**config.mk**
```make
export PLATFORM = sky130hd
export DESIGN_NAME = scan_sequencer
export DESIGN_NICKNAME = d
export VERILOG_FILES = /design/src/rtl/scan_sequencer.sv
export SDC_FILE = /design/constraint.sdc
export NUM_CORES = 1
export LEC_CHECK = 0
export ABC_CLOCK_PERIOD_IN_PS = 3000
export CAP_MARGIN = 10
export CORE_UTILIZATION = 55
export CTS_BUF_LIST = sky130_fd_sc_hd__clkbuf_4
export DETAILED_ROUTE_END_ITERATION = 8
export GPL_TIMING_DRIVEN = 0
export PLACE_DENSITY_LB_ADDON = 0.1
export SLEW_MARGIN = 20
export SYNTH_ARGS = -nofsm -noshare
export SYNTH_HDL_FRONTEND = slang
export SYNTH_SLANG_ARGS = --single-unit
export TNS_END_PERCENT = 1
```
**constraint.sdc**
```tcl
create_clock -name clk_i -period 3 [get_ports clk_i]
set_clock_uncertainty 0.2 [all_clocks]
set_input_delay 0.75 -clock clk_i [delete_from_list [all_inputs] [get_ports clk_i]]
set_output_delay 0.75 -clock clk_i [all_outputs]
set_load 0.01 [all_outputs]
```
**src/rtl/scan_sequencer.sv**
```systemverilog
// Scan-path sequencer: shifts a latched word LSB-first into the DUT scan chain with a
// programmable half-period scan clock while capturing scan-out into rx_data_o.
module scan_sequencer #(
  parameter int unsigned DATA_W = 16,
  parameter int unsigned CNT_W  = 5,
  parameter int unsigned HP_W   = 8
) (
  input  logic              clk_i,
  input  logic              reset_i,
  input  logic              start_i,
  input  logic              abort_i,
  input  logic [CNT_W-1:0]  shift_len_i,
  input  logic [HP_W-1:0]   half_period_i,
  input  logic              hold_en_i,
  input  logic [DATA_W-1:0] tx_data_i,
  output logic [DATA_W-1:0] rx_data_o,
  output logic [CNT_W-1:0]  bit_count_o,
  output logic              busy_o,
  output logic              done_o,
  output logic              dut_scan_en_o,
  output logic              dut_scan_clk_o,
  output logic              dut_scan_in_o,
  input  logic              dut_scan_out_i
);

  typedef enum logic [1:0] {StIdle, StLow, StHigh} state_e;

  localparam logic [CNT_W-1:0] MaxLen = CNT_W'(DATA_W);

  state_e            state_q;
  logic [DATA_W-1:0] tx_q, rx_q;
  logic [CNT_W-1:0]  len_q, bit_count_q;
  logic [HP_W-1:0]   hp_q, phase_q;
  logic              hold_q, busy_q, done_q, scan_en_q, scan_clk_q, scan_in_q;

  logic [CNT_W-1:0]  len_eff, bit_next;
  logic [HP_W-1:0]   hp_eff;
  logic              phase_end, next_tx_bit;

  always_comb begin
    len_eff = shift_len_i;
    if (shift_len_i == '0 || shift_len_i > MaxLen) begin
      len_eff = MaxLen;
    end
    hp_eff = (half_period_i == '0) ? HP_W'(1) : half_period_i;
    bit_next = bit_count_q + CNT_W'(1);
    phase_end = (phase_q == hp_q - HP_W'(1));
    // Mask-and-reduce keeps every tx bit in use and avoids a variable-width index.
    next_tx_bit = |(tx_q & (DATA_W'(1) << bit_next));
  end

  always_ff @(posedge clk_i or posedge reset_i) begin
    if (reset_i) begin
      state_q     <= StIdle;
      tx_q        <= '0;
      rx_q        <= '0;
      len_q       <= '0;
      bit_count_q <= '0;
      hp_q        <= '0;
      phase_q     <= '0;
      hold_q      <= 1'b0;
      busy_q      <= 1'b0;
      done_q      <= 1'b0;
      scan_en_q   <= 1'b0;
      scan_clk_q  <= 1'b0;
      scan_in_q   <= 1'b0;
    end else begin
      done_q <= 1'b0;
      if (abort_i) begin
        state_q    <= StIdle;
        busy_q     <= 1'b0;
        scan_clk_q <= 1'b0;
        scan_en_q  <= 1'b0;
        phase_q    <= '0;
      end else begin
        case (state_q)
          StIdle: begin
            if (start_i) begin
              tx_q        <= tx_data_i;
              len_q       <= len_eff;
              hp_q        <= hp_eff;
              hold_q      <= hold_en_i;
              rx_q        <= '0;
              bit_count_q <= '0;
              phase_q     <= '0;
              busy_q      <= 1'b1;
              scan_en_q   <= 1'b1;
              scan_clk_q  <= 1'b0;
              scan_in_q   <= tx_data_i[0];
              state_q     <= StLow;
            end
          end
          StLow: begin
            if (phase_end) begin
              // Capture scan-out as it stands just before the rising scan edge.
              rx_q       <= rx_q | (DATA_W'(dut_scan_out_i) << bit_count_q);
              scan_clk_q <= 1'b1;
              phase_q    <= '0;
              state_q    <= StHigh;
            end else begin
              phase_q <= phase_q + HP_W'(1);
            end
          end
          StHigh: begin
            if (phase_end) begin
              bit_count_q <= bit_next;
              scan_clk_q  <= 1'b0;
              phase_q     <= '0;
              if (bit_next < len_q) begin
                scan_in_q <= next_tx_bit;
                state_q   <= StLow;
              end else begin
                busy_q    <= 1'b0;
                done_q    <= 1'b1;
                scan_en_q <= hold_q;
                state_q   <= StIdle;
              end
            end else begin
              phase_q <= phase_q + HP_W'(1);
            end
          end
          default: state_q <= StIdle;
        endcase
      end
    end
  end

  assign rx_data_o      = rx_q;
  assign bit_count_o    = bit_count_q;
  assign busy_o         = busy_q;
  assign done_o         = done_q;
  assign dut_scan_en_o  = scan_en_q;
  assign dut_scan_clk_o = scan_clk_q;
  assign dut_scan_in_o  = scan_in_q;

endmodule

```
Word-level counts from Yosys, hierarchy flattened

Index checks and enable logic that the tools add are counted.

Add/subtract/negate cells: 3
Bitwise operators: 3
Shift-type cells: 2
Equal/unequal tests: 11
Magnitude comparators: 2
Reductions and logical operators: 19
Muxes and demuxes: 40

Operators with widths:

| operator                                                            | count |
|---|---|
| 16-bit 2-to-1 mux                                                   | 2 |
| 8-bit 2-to-1 mux                                                    | 4 |
| 16-bit case mux with 2 select lines                                 | 1 |
| 1-bit 2-to-1 mux                                                    | 19 |
| 16-bit bitwise AND                                                  | 1 |
| 16-bit OR                                                           | 1 |
| 8-bit case mux with 2 select lines                                  | 1 |
| 4-bit AND reduction                                                 | 4 |
| 16-bit OR reduction                                                 | 1 |
| 1-bit by 5-bit left shift with 16-bit output                        | 1 |
| 1-bit by 5-bit left shift with 16-bit output (first input constant) | 1 |
| 5-bit 2-to-1 mux                                                    | 3 |
| 3-bit != test (second input constant)                               | 4 |
| 5-bit case mux with 2 select lines                                  | 1 |
| 8-bit by 1-bit adder with 8-bit output (second input constant)      | 1 |
| 8-bit equality test                                                 | 1 |
| 8-bit logical NOT                                                   | 1 |
| 2-bit 2-to-1 mux                                                    | 4 |
| 2-bit != test (second input constant)                               | 4 |
| 8-bit by 1-bit subtractor with 8-bit output (second input constant) | 1 |
| 1-bit case mux with 2 select lines                                  | 3 |
| 2-bit case mux with 3 select lines                                  | 1 |
| 3-bit AND reduction                                                 | 2 |
| 3-bit nonzero test                                                  | 2 |
| other kinds (15)                                                    | 16 |

Output and inout bits: 26
Register bits after elaboration: 66

Depth between registers and ports, before layout

Depth in word-level cells: 7
Depth in mapped cells: 10

Least setup slack after synthesis

No wires, ideal clock.

Path type: reg-to-reg
Start point: register bit_count_q[0], in the netlist bit_count_o[0]
End point: register scan_in_q, in the netlist dut_scan_in_o
Stages on the path, launching flop included: 10
Data arrival time: 2407 ps
Buffers on the path: 0
Path slack: 258 ps
Setup time: 136 ps
Cell sequence: dfrtp_1 -> ha_1 -> xor2_1 -> ha_1 -> a21o_1 -> a31oi_1 -> o21a_1 -> nand2_1 -> a2111oi_0 -> nor3_1

Longest elaborated chain between the ends: 7
Elaborated cells on any way between the ends: 10
Those cells by class: add/sub (1); order compare (1); eq/ne (1); shift (1); mux (3); bitwise (1); reduce/logical (2)

Ends and longest elaborated chain:

| what                                         | line | RTL |
|---|---|---|
| start, declared                              | 32   | `logic [CNT_W-1:0] len_q, bit_count_q;` |
| start signal, assigned                       | 106  | `bit_count_q <= bit_next;` |
| 5-bit by 1-bit adder with 5-bit output (*)   | 46   | `bit_next = bit_count_q + CNT_W'(1);` |
| 1-bit by 5-bit left shift with 16-bit output | 49   | `next_tx_bit = \|(tx_q & (DATA_W'(1) << bit_next));` |
| 16-bit bitwise AND                           | 49   |  |
| 16-bit OR reduction                          | 49   |  |
| 1-bit 2-to-1 mux                             | 109  | `if (bit_next < len_q) begin` |
| 1-bit 2-to-1 mux                             | 105  | `if (phase_end) begin` |
| 1-bit case mux with 2 select lines           | 76   | `case (state_q)` |
| end signal, assigned                         | 89   | `scan_in_q <= tx_data_i[0];` |
| end signal, assigned                         | 110  | `scan_in_q <= next_tx_bit;` |
| end, declared                                | 34   | `logic hold_q, busy_q, done_q, scan_en_q, scan_clk_q, scan_in_q;` |

Every way passes the cells marked *; elsewhere a longest branch is shown, timed or not. The select of a mux whose other input is x is not followed.
A chain may end at the register's enable or synchronous reset.

Worst setup path in the final report

Start point: register hp_q[0]
End point: register rx_q[0], in the netlist rx_data_o[0]

Longest elaborated chain between the ends: 4

Ends and longest elaborated chain:

| what                                        | line | RTL |
|---|---|---|
| start, declared                             | 33   | `logic [HP_W-1:0] hp_q, phase_q;` |
| start signal, assigned                      | 81   | `hp_q <= hp_eff;` |
| 8-bit by 1-bit subtractor with 8-bit output | 47   | `phase_end = (phase_q == hp_q - HP_W'(1));` |
| 8-bit equality test                         | 47   |  |
| 2-bit != test (no line)                     | n/a  |  |
| 4-bit AND reduction (no line)               | n/a  |  |
| end signal, assigned                        | 96   | `rx_q <= rx_q \| (DATA_W'(dut_scan_out_i) << bit_count_q);` |
| end, declared                               | 31   | `logic [DATA_W-1:0] tx_q, rx_q;` |

Every way passes these cells.

==> out/metrics.cfg <==
[clocking]
max-clock-path-buffers=2
cts-buffers-inserted=9
htree_levels=3
root_buffer=clkbuf_4
cts.sinks=66
clk_pin_slew_ns=0.11
cts_tree=yes
cts_hold_buf=0
clk_latency_ns=0.43

[setup_path]
arrival_ns=3.08
cp.required_ns=3.15
cpMostUsedCell=a211o_1
r2r_setup_slack_ns=0.08
path_class=flip-flop to flip-flop
crit_path_end_kind=flip-flop
crit_buf_inv=1
critPathTopFamily=simple AND/OR/NAND/NOR gates
cp_max_fo=4
crit_path_max_incr_delay_ns=0.54
path_cells=inv_1 -> ha_2 -> nand2b_1 -> or4_1 -> a211o_1 -> a211o_1 -> or4_4 -> o21ai_1
cp_slowest_cell=or4_4
start_kind=flip-flop

[routing]
avgViaCountPerCell=5.95
first_pass_iters=6
ant_nets=0
wl_per_cell_um=16.7
wl_um=8490
via_count=3016
drt_iter0_drc=196
drcViolationCount=0

[floorplanning]
start_util_pct=58.4
rows=28
die_x_um=82.3
ios=61
die_h_um=82.3
design.core.area_um2=6060
die_area_um2=6770

[synth]
netlist_instances=352
synth_cell_types=53
synth-main-ff-cell=dfrtp_1
async_flop_share_pct=100
synth_nets=404
synth_area_um2=3540
ys_seq_area_share_pct=46.6
synth_edf_count=0
ys_ff_latch=66
syn_area_per_cell_um2=10.1
synth_warnings=0

[sta]
setup_viol=0
worst_slew_pin_slew_ns=0.624
setup_tns_ns=0
finalHoldViolCount=0
fin_crit_ns=2.92
rsz0062_at_grt=true
post-route-period-util_pct=97.5
slew_headroom_pct=58.4
drv_slew=0
maxClockFrequency_ghz=0.342
hold_ws_ns=0.293

[global_route]
overflow=0
groute.usage.overall_pct=27.7
grt_pass1_vias=2917
grt_max_degree=43
grt_pass1_wl_um=13700
antenna_found_initial=0

[placement]
gp_congestion=0.854
place_inst=488
io_buffers=60
dp_hpwl_um=6020

[final_layout]
final_cells=507
fin_util_pct=75.4
multi_input_comb_area_um2=1810
regArea_um2=1650
nFillCells=443
final_common_cell=dfrtp_1
layout_common_cells=64 x dfrtp_1, 60 x clkdlybuf4s50_1, 39 x nand2_1
drive_above_1_share_pct=15.3
diodes=0
area_delta_synth_final_pct=28.9
finalNetCount=479

[power]
max-vdd-ir-drop_uv=640
pwr_density_cell_nw_per_um2=712
p_leak_nw=1.93
power_mw=3.25

[status]
status=completed

[run]
maxCapViolations=0

[min_path]
hold_class=flip-flop to flip-flop

==> Yosys cell counts, drive strengths merged, types with 3 or more instances <==
master,count,area share (%)
dfrtp,66,47
nand2,39,4.1
mux2,26,8.3
inv,24,2.5
o21ai,20,2.8
ha,17,6.0
nand3,15,2.1
nor2,13,1.4
a31oi,9,1.6
clkbuf,9,0.95
nand2b,9,1.6
a21oi,8,1.1
or4,8,1.9
nor3,7,0.99
xor2,7,1.7
or3,6,1.1
a22oi,5,1.1
and3,5,0.88
o41ai,5,1.2
xnor2,5,1.2
buf,3,0.42
nor4,3,0.53
o211ai,3,0.64
o22ai,3,0.53
o31ai,3,0.64
or2,3,0.53
==> cell type report <==
cell class / count / share of cell area, %
Buffer: 11 / 1.15
Timing Repair Buffer: 65 / 14.2
Clock inverter: 6 / 3.01
Clock buffer: 10 / 1.64
Tap cell: 75 / 2.05
Sequential cell: 66 / 36.2
Inverter: 24 / 2.03
Multi-Input combinational cell: 250 / 39.6
==> path summary, 6_finish.rpt <==
kind	startpoint	end	depth (start not counted)
max	hp_q[0]$_DFFE_PP0P_	rx_data_o[0]$_DFFE_PP0P_	8
min	rx_data_o[5]$_DFFE_PP0P_	rx_data_o[5]$_DFFE_PP0P_	2
max reg2reg	hp_q[0]$_DFFE_PP0P_	rx_data_o[0]$_DFFE_PP0P_	8
min reg2reg	rx_data_o[5]$_DFFE_PP0P_	rx_data_o[5]$_DFFE_PP0P_	2
max in group asynchronous	reset_i	bit_count_o[0]$_DFFE_PP0P_	3
min in group asynchronous	reset_i	done_o$_DFF_PP0_	2
==> routing by layer <==
metal	vias to the layer above	share of wire (%)	global-route usage, %
li1	1430	-	-
met1	1453	44	36.6
met2	115	48	43.9
met3	18	5.4	6.15
met4	0	2.4	11.4
met5	-	0	0
==> stage by stage <==
| step | cell area, um2 | setup WS (ns) |
|---|---|---|
| 6_report | 4570 | 0.0765 |
| 3_3_place_gp | 4240 | -0.743 |
| 2_1_floorplan | 3540 | 0.258 |
| 5_1_grt | 4570 | -0.0272 |
| 4_1_cts | 4490 | 0.00169 |
| 3_5_place_dp | 4260 | -0.352 |
==> repair_timing <==
item	in CTS	in global routing
resized for setup	4	13
setup endpoints to repair	3	31
pin swaps	0	2
buffers inserted	0	4
==> state kept, by name, indices dropped and copies added (netlist names) <==
signal	cells
len_q	5
bit_count_o	5
rx_data_o	16
done_o	1
hold_q	1
state_q	2
busy_o	1
dut_scan_clk_o	1
tx_q	16
hp_q	8
dut_scan_in_o	1
phase_q	8
dut_scan_en_o	1
==> where the power goes <==
group	leakage, nW	switching, mW	internal [mW]	total, mW
clock network	0.111	0.343	0.520	0.863
logic	0.965	0.544	0.516	1.06
registers	0.850	0.209	1.12	1.33
total	1.93	1.10	2.16	3.25
==> worst register-to-register path: stages (launching register included) <==
cell and delay, ns:
dfrtp_1 0.42, inv_1 0.09, ha_2 0.20, nand2b_1 0.09
or4_1 0.51, a211o_1 0.31, a211o_1 0.35, or4_4 0.54
o21ai_1 0.15
==> cells by family after synthesis <==
group / share of synthesized area, %
AO/OA/AOI/OAI: 14.9
XOR/XNOR: 2.97
adder cells (fa/ha/maj): 6.29
buffers and inverters: 3.92
flip-flops: 46.6
multiplexers: 8.83
AND/OR/NAND/NOR: 16.5
(Power assumes the default switching activity.)
==> RTL change 1, RTL diff (same flow settings) <==
Set the parameter `HP_W` to 6 (it was 8).
--- a/src/rtl/scan_sequencer.sv
+++ b/src/rtl/scan_sequencer.sv
@@ -3,7 +3,7 @@
 module scan_sequencer #(
   parameter int unsigned DATA_W = 16,
   parameter int unsigned CNT_W  = 5,
-  parameter int unsigned HP_W   = 8
+  parameter int unsigned HP_W   = 6
 ) (
   input  logic              clk_i,
   input  logic              reset_i,
Interface: changed (resized half_period_i); port bits go from 61 to 59. No check against the original RTL was run, so the function may have changed too.
==> RTL change 1 against the unedited design <==
The run now ends with DRC left; critical path type unchanged; via count down 19%; final area down 13%; power fell by 19%; wire length decreased by 27%; setup slack improved by 72 ps; sequential cell count shrank 4; synthesized cell count is 13% lower; area after synthesis shrank 11%; largest cell class is now sequential cells.
==> RTL change 1: results (changes against the unedited design) <==
[grt]
first_global_vias = 2311  ; -21%
grtUsageMet2_pct = 36.46  ; -7.4 points
grt_use_met3_pct = 3.176  ; -3.0 points
grt_max_degree = 50  ; +16%
grt_pass1_wl_um = 10600  ; -23%
antenna_found_initial = 0  ; unchanged
grtUsageTotal_pct = 22.32  ; -5.3 points
gr-usage-met1_pct = 30.66  ; -5.9 points

[final_layout]
fillers = 433  ; -2.3%
antenna_cells = 0  ; unchanged
fin_cells = 450  ; -11%
nNetsFinal = 422  ; -12%
layout-drive-gt1-share_pct = 13.49  ; -1.8 points

[placed_design]
port_buffers = 57  ; -5.0%
placed_area_um2 = 3832  ; -10%
dp_cells = 435  ; -11%
finalWeightedCongestion = 0.8098  ; -5.2%
hpwl_um = 4669  ; -22%

[setup_path]
worst_path_largest_cell_delay_ps = 470  ; -70 ps
worstPathMaxFanout = 10  ; +6
cp_slowest_cell = dfrtp_1
arrival_ps = 2920  ; -160 ps
cp_top_family = adder cells

[clock_tree]
cts-htree-levels = 3  ; unchanged
cts_resized = 1  ; -3
insertion_delay_ps = 380  ; -50 ps
root_buffer = clkbuf_4
clk_pin_slew_worst_paths_ps = 100
post-cts-setup-buffer-count = 0  ; unchanged

[synth]
yosysWarnings = 0  ; unchanged
synth_cell_types = 50  ; -5.7%
syn_avg_cell_area_um2 = 10.30  ; +2.4%
ys_seq_area_share_pct = 49.38  ; +2.8 points
syn_nets = 353  ; -13%
synthTopCellsByCount = dfrtp_1, nand2_1, o21ai_0
synth_area_leaders = dfrtp_1, mux2_2, ha_1

[routing]
post_drt_wl_per_cell_um = 13.81  ; -18%
drt-pass1-iter-count = 6  ; unchanged
drt_iter0_drc = 134  ; -32%
vias_per_cell = 5.422  ; -8.9%
drc = 2  ; +2

[power_and_ir_drop]
p_leak_nw = 1.720  ; -11%
p_sw_share_pct = 33.74  ; +0.034 points
ir_drop_uv = 376.4  ; -41%

[sta]
worst_pin_slew_ps = 694.7  ; +70.79 ps

[run_status]
violations = DRC
status = finished, violations left

[hold_path]
min_path_type = reg2reg

[die]
floorplan.initialDensity_pct = 57.06  ; -1.4 points

[RTL change 1: cell count changes after synthesis, sizes merged, moves of 5 or more]
cell	unedited run	this run
o21ai	20	31
or3	6	1
nor2b	1	7
or4	8	2
a31oi	9	4
o41ai	5	0
inv	24	16
[RTL change 1: final timing paths]
| check | startpoint | end | slack, ps | cells after the start |
|---|---|---|---|---|
| worst max-delay path | bit_count_o[0] | dut_scan_in_o | 150 | 9 |
| worst min-delay path | rx_data_o[14] | rx_data_o[14] | 290 | 2 |
| worst max register to register | bit_count_o[0] | dut_scan_in_o | 150 | 9 |
| worst min register to register | rx_data_o[14] | rx_data_o[14] | 290 | 2 |
| max in group asynchronous | reset_i | bit_count_o[2] | 1660 | 3 |
| min in group asynchronous | reset_i | state_q[0] | 440 | 2 |
[RTL change 1: final cells by class]
cell class,count,share of cell area (%)
inverter,16,1.582
clock inverter,6,1.360
buffer,11,1.139
tap,72,2.278
multi-input combinational,216,37.58
timing repair buffer,58,15.12
sequential,62,39.23
clock buffer,9,1.708
[RTL change 1: logic make-up (layout without fill, tap and decap cells)]
kind of cell             Yosys count  count (layout)  synth area share, %
AND/OR/NAND/NOR                   98              98                15.33
AO/OA/AOI/OAI                     66              66                13.74
flip-flops                        62              62                49.38
buffers and inverters             27             100                3.305
multiplexers                      25              25                8.881
adder cells (fa/ha/maj)           16              16                6.292
XOR/XNOR                          11              11                3.066
[RTL change 1: worst reg2reg max path, cell delays in order, from the launching register on]
cell	delay, ps
dfrtp_1	470
buf_2	250
inv_1	110
ha_1	330
ha_1	280
a21oi_1	60
maj3_1	370
a2bb2oi_1	280
o21ai_0	130
mux2_2	280
[RTL change 1: per-layer routing]
metal	part of all wire (%)	wire, um
met4	1.0	63
met2	47	2940
met3	3.3	206
met5	0	0
met1	48	3007
[RTL change 1: stage by stage]
stage	total power [mW]	util (%)	setup WS (ps)	hold WS (ps)
after floorplan	1.838	-	255.5	249.5
after global placement	2.073	69.05	-563.9	261.9
after detailed placement	2.118	69.60	-22.98	269.7
after CTS	2.644	71.82	118.4	291.9
after global routing	2.805	71.82	13.14	325.1
final	2.632	71.82	148.1	287.1
[RTL change 1: power by group through the flow]
stage	Combinational, mW	Clock (mW)	Sequential, mW
2_1_floorplan	0.652	0	1.19
3_3_place_gp	0.859	0	1.21
3_5_place_dp	0.893	0	1.22
4_1_cts	0.896	0.542	1.21
5_1_grt	0.993	0.578	1.23
6_report	0.893	0.531	1.21
==> RTL change 2, RTL diff (same flow settings) <==
Without the edit above. Re-encode `state_e` (3 states) as one-hot, 3 bits wide.
--- a/src/rtl/scan_sequencer.sv
+++ b/src/rtl/scan_sequencer.sv
@@ -23,7 +23,7 @@
   input  logic              dut_scan_out_i
 );
 
-  typedef enum logic [1:0] {StIdle, StLow, StHigh} state_e;
+  typedef enum logic [2:0] {StIdle = 3'b001, StLow = 3'b010, StHigh = 3'b100} state_e;
 
   localparam logic [CNT_W-1:0] MaxLen = CNT_W'(DATA_W);
 
Formal check against the unedited RTL: same outputs for any inputs over 10 cycles, from zero or initial values and one cycle with reset_i high; not proved beyond that.
==> RTL change 2 against the unedited design <==
Power decreased by 27%; final area grew 2.0%; critical path depth stayed put; sequential share of layout area fell by 0.16 points; sequential cell count up 1; setup slack improved by 140 ps; count of clock-buffer cells in the layout is the same; area after synthesis up 6.1%; first-iteration DRC count increased by 16%; largest cell class unchanged; sequential power fell by 17%; wire length rose by 9.6%; die area is 6.0% higher.
==> RTL change 2: results (changes against the unedited design) <==
[routing]
drt-pass1-iter-count = 7  ; +1
post_drt_wl_per_cell_um = 16.26  ; -2.9%
vias_per_cell = 5.970  ; +0.36%

[run_status]
status = finished clean

[placed_design]
finalWeightedCongestion = 0.9198  ; +7.7%
hpwl_um = 6845  ; +14%
dp_cells = 554  ; +14%
place_ws_ps = -202.5  ; +149.2 ps

[final_layout]
fin_cells = 572  ; +13%
layout-drive-gt1-share_pct = 8.889  ; -6.4 points
nNetsFinal = 537  ; +12%

[grt]
grt_pass1_wl_um = 15320  ; +12%
grtUsageTotal_pct = 26.98  ; -0.68 points
first_global_vias = 3387  ; +16%
grt_max_degree = 45  ; +4.7%

[synth]
synth_area_leaders = dfrtp_1, nand2_1, ha_1
synthTopCellsByCount = nand2_1, dfrtp_1, nor2_1
synth.most_common_cell = nand2_1
synth_cell_types = 63  ; +19%
syn_nets = 463  ; +15%
syn_avg_cell_area_um2 = 9.038  ; -10%

[power_and_ir_drop]
p_leak_nw = 2.040  ; +5.9%
ir_drop_uv = 354.0  ; -45%

[setup_path]
arrival_ps = 2900  ; -180 ps
worstPathMaxFanout = 10  ; +6
r2r_cells = 8  ; unchanged

[clock_tree]
insertion_delay_ps = 400  ; -30 ps

[sta]
worst_pin_slew_ps = 690.2  ; +66.32 ps

-- RTL change 2: cell count changes in the layout (fill, tap and decap cells not counted), moves of 6 or more --
cell,unedited run,this run
clkbuf_1,8,14
a31oi_1,9,2
xnor2_1,4,11
o41ai_1,4,11
nand2_1,39,113
nor2_1,13,22
a21oi_1,7,13
mux2_2,26,2
inv_1,23,11
nand3_1,15,8
-- RTL change 2: repair_timing --
item	in CTS	in global routing
gates cloned	0	0
resized for setup	1	10
setup buffers	0	2
endpoints found under the setup margin	1	20
pin swaps	0	1
-- RTL change 2: per-stage QoR --
stage / hold WS [ps] / instance area (um^2)
after global placement: 253.0 / 4457
final: 286.7 / 4659
after CTS: 285.5 / 4626
after global routing: 315.7 / 4659
after floorplan: 240.1 / 3760
after detailed placement: 260.6 / 4487
-- RTL change 2: kinds of logic after synthesis --
kind of cell	count (synthesis)	share of synthesized area [%]
compound gates	94	19.57
buf+inv	33	3.727
simple gates	192	23.69
flops	67	44.63
xor+xnor	14	3.261
fa+ha+maj	12	3.993
mux	4	1.131
-- RTL change 2: power breakdown --
group,switching [mW],internal [mW],total (mW)
sequential,0.0966,1.02,1.11
combinational,0.387,0.278,0.666
clock,0.331,0.257,0.588
-- RTL change 2: final timing paths --
kind | start | to | slack, ps
worst max-delay path | bit_count_o[0] | dut_scan_in_o | 220
worst min-delay path | tx_q[14] | tx_q[14] | 290
worst max register to register | bit_count_o[0] | dut_scan_in_o | 220
worst min register to register | tx_q[14] | tx_q[14] | 290
max in group asynchronous | reset_i | bit_count_o[1] | 1620
min in group asynchronous | reset_i | rx_data_o[0] | 450
-- RTL change 2: per-layer routing --
metal | share of wire [%] | global-route usage [%] | wire (um) | up-vias
met5 | 0 | 0 | 0 | -
met2 | 51 | 46.27 | 4790 | 103
met3 | 3.3 | 2.852 | 311 | 16
met1 | 43 | 34.28 | 4024 | 1670
li1 | - | - | - | 1626
met4 | 1.9 | 13.10 | 176 | 0
-- RTL change 2: worst max-delay path, stage by stage (launching register included) --
cell	delay, ps
dfrtp_2	500
ha_1	290
xor2_2	290
ha_1	300
o21ai_0	260
a22o_1	200
a211oi_1	50
or4_1	420
a22oi_1	190
-- RTL change 2: layout make-up --
type                            instances  area (um^2)
Timing Repair Buffer                   63        643.1
Sequential cell                        67         1680
Clock inverter                          6        56.30
Inverter                               12        47.55
Fill cell                             511         1799
Clock buffer                           10        75.07
Multi-Input combinational cell        316         1962
Buffer                                 21        98.84
Tap cell                               77        96.34
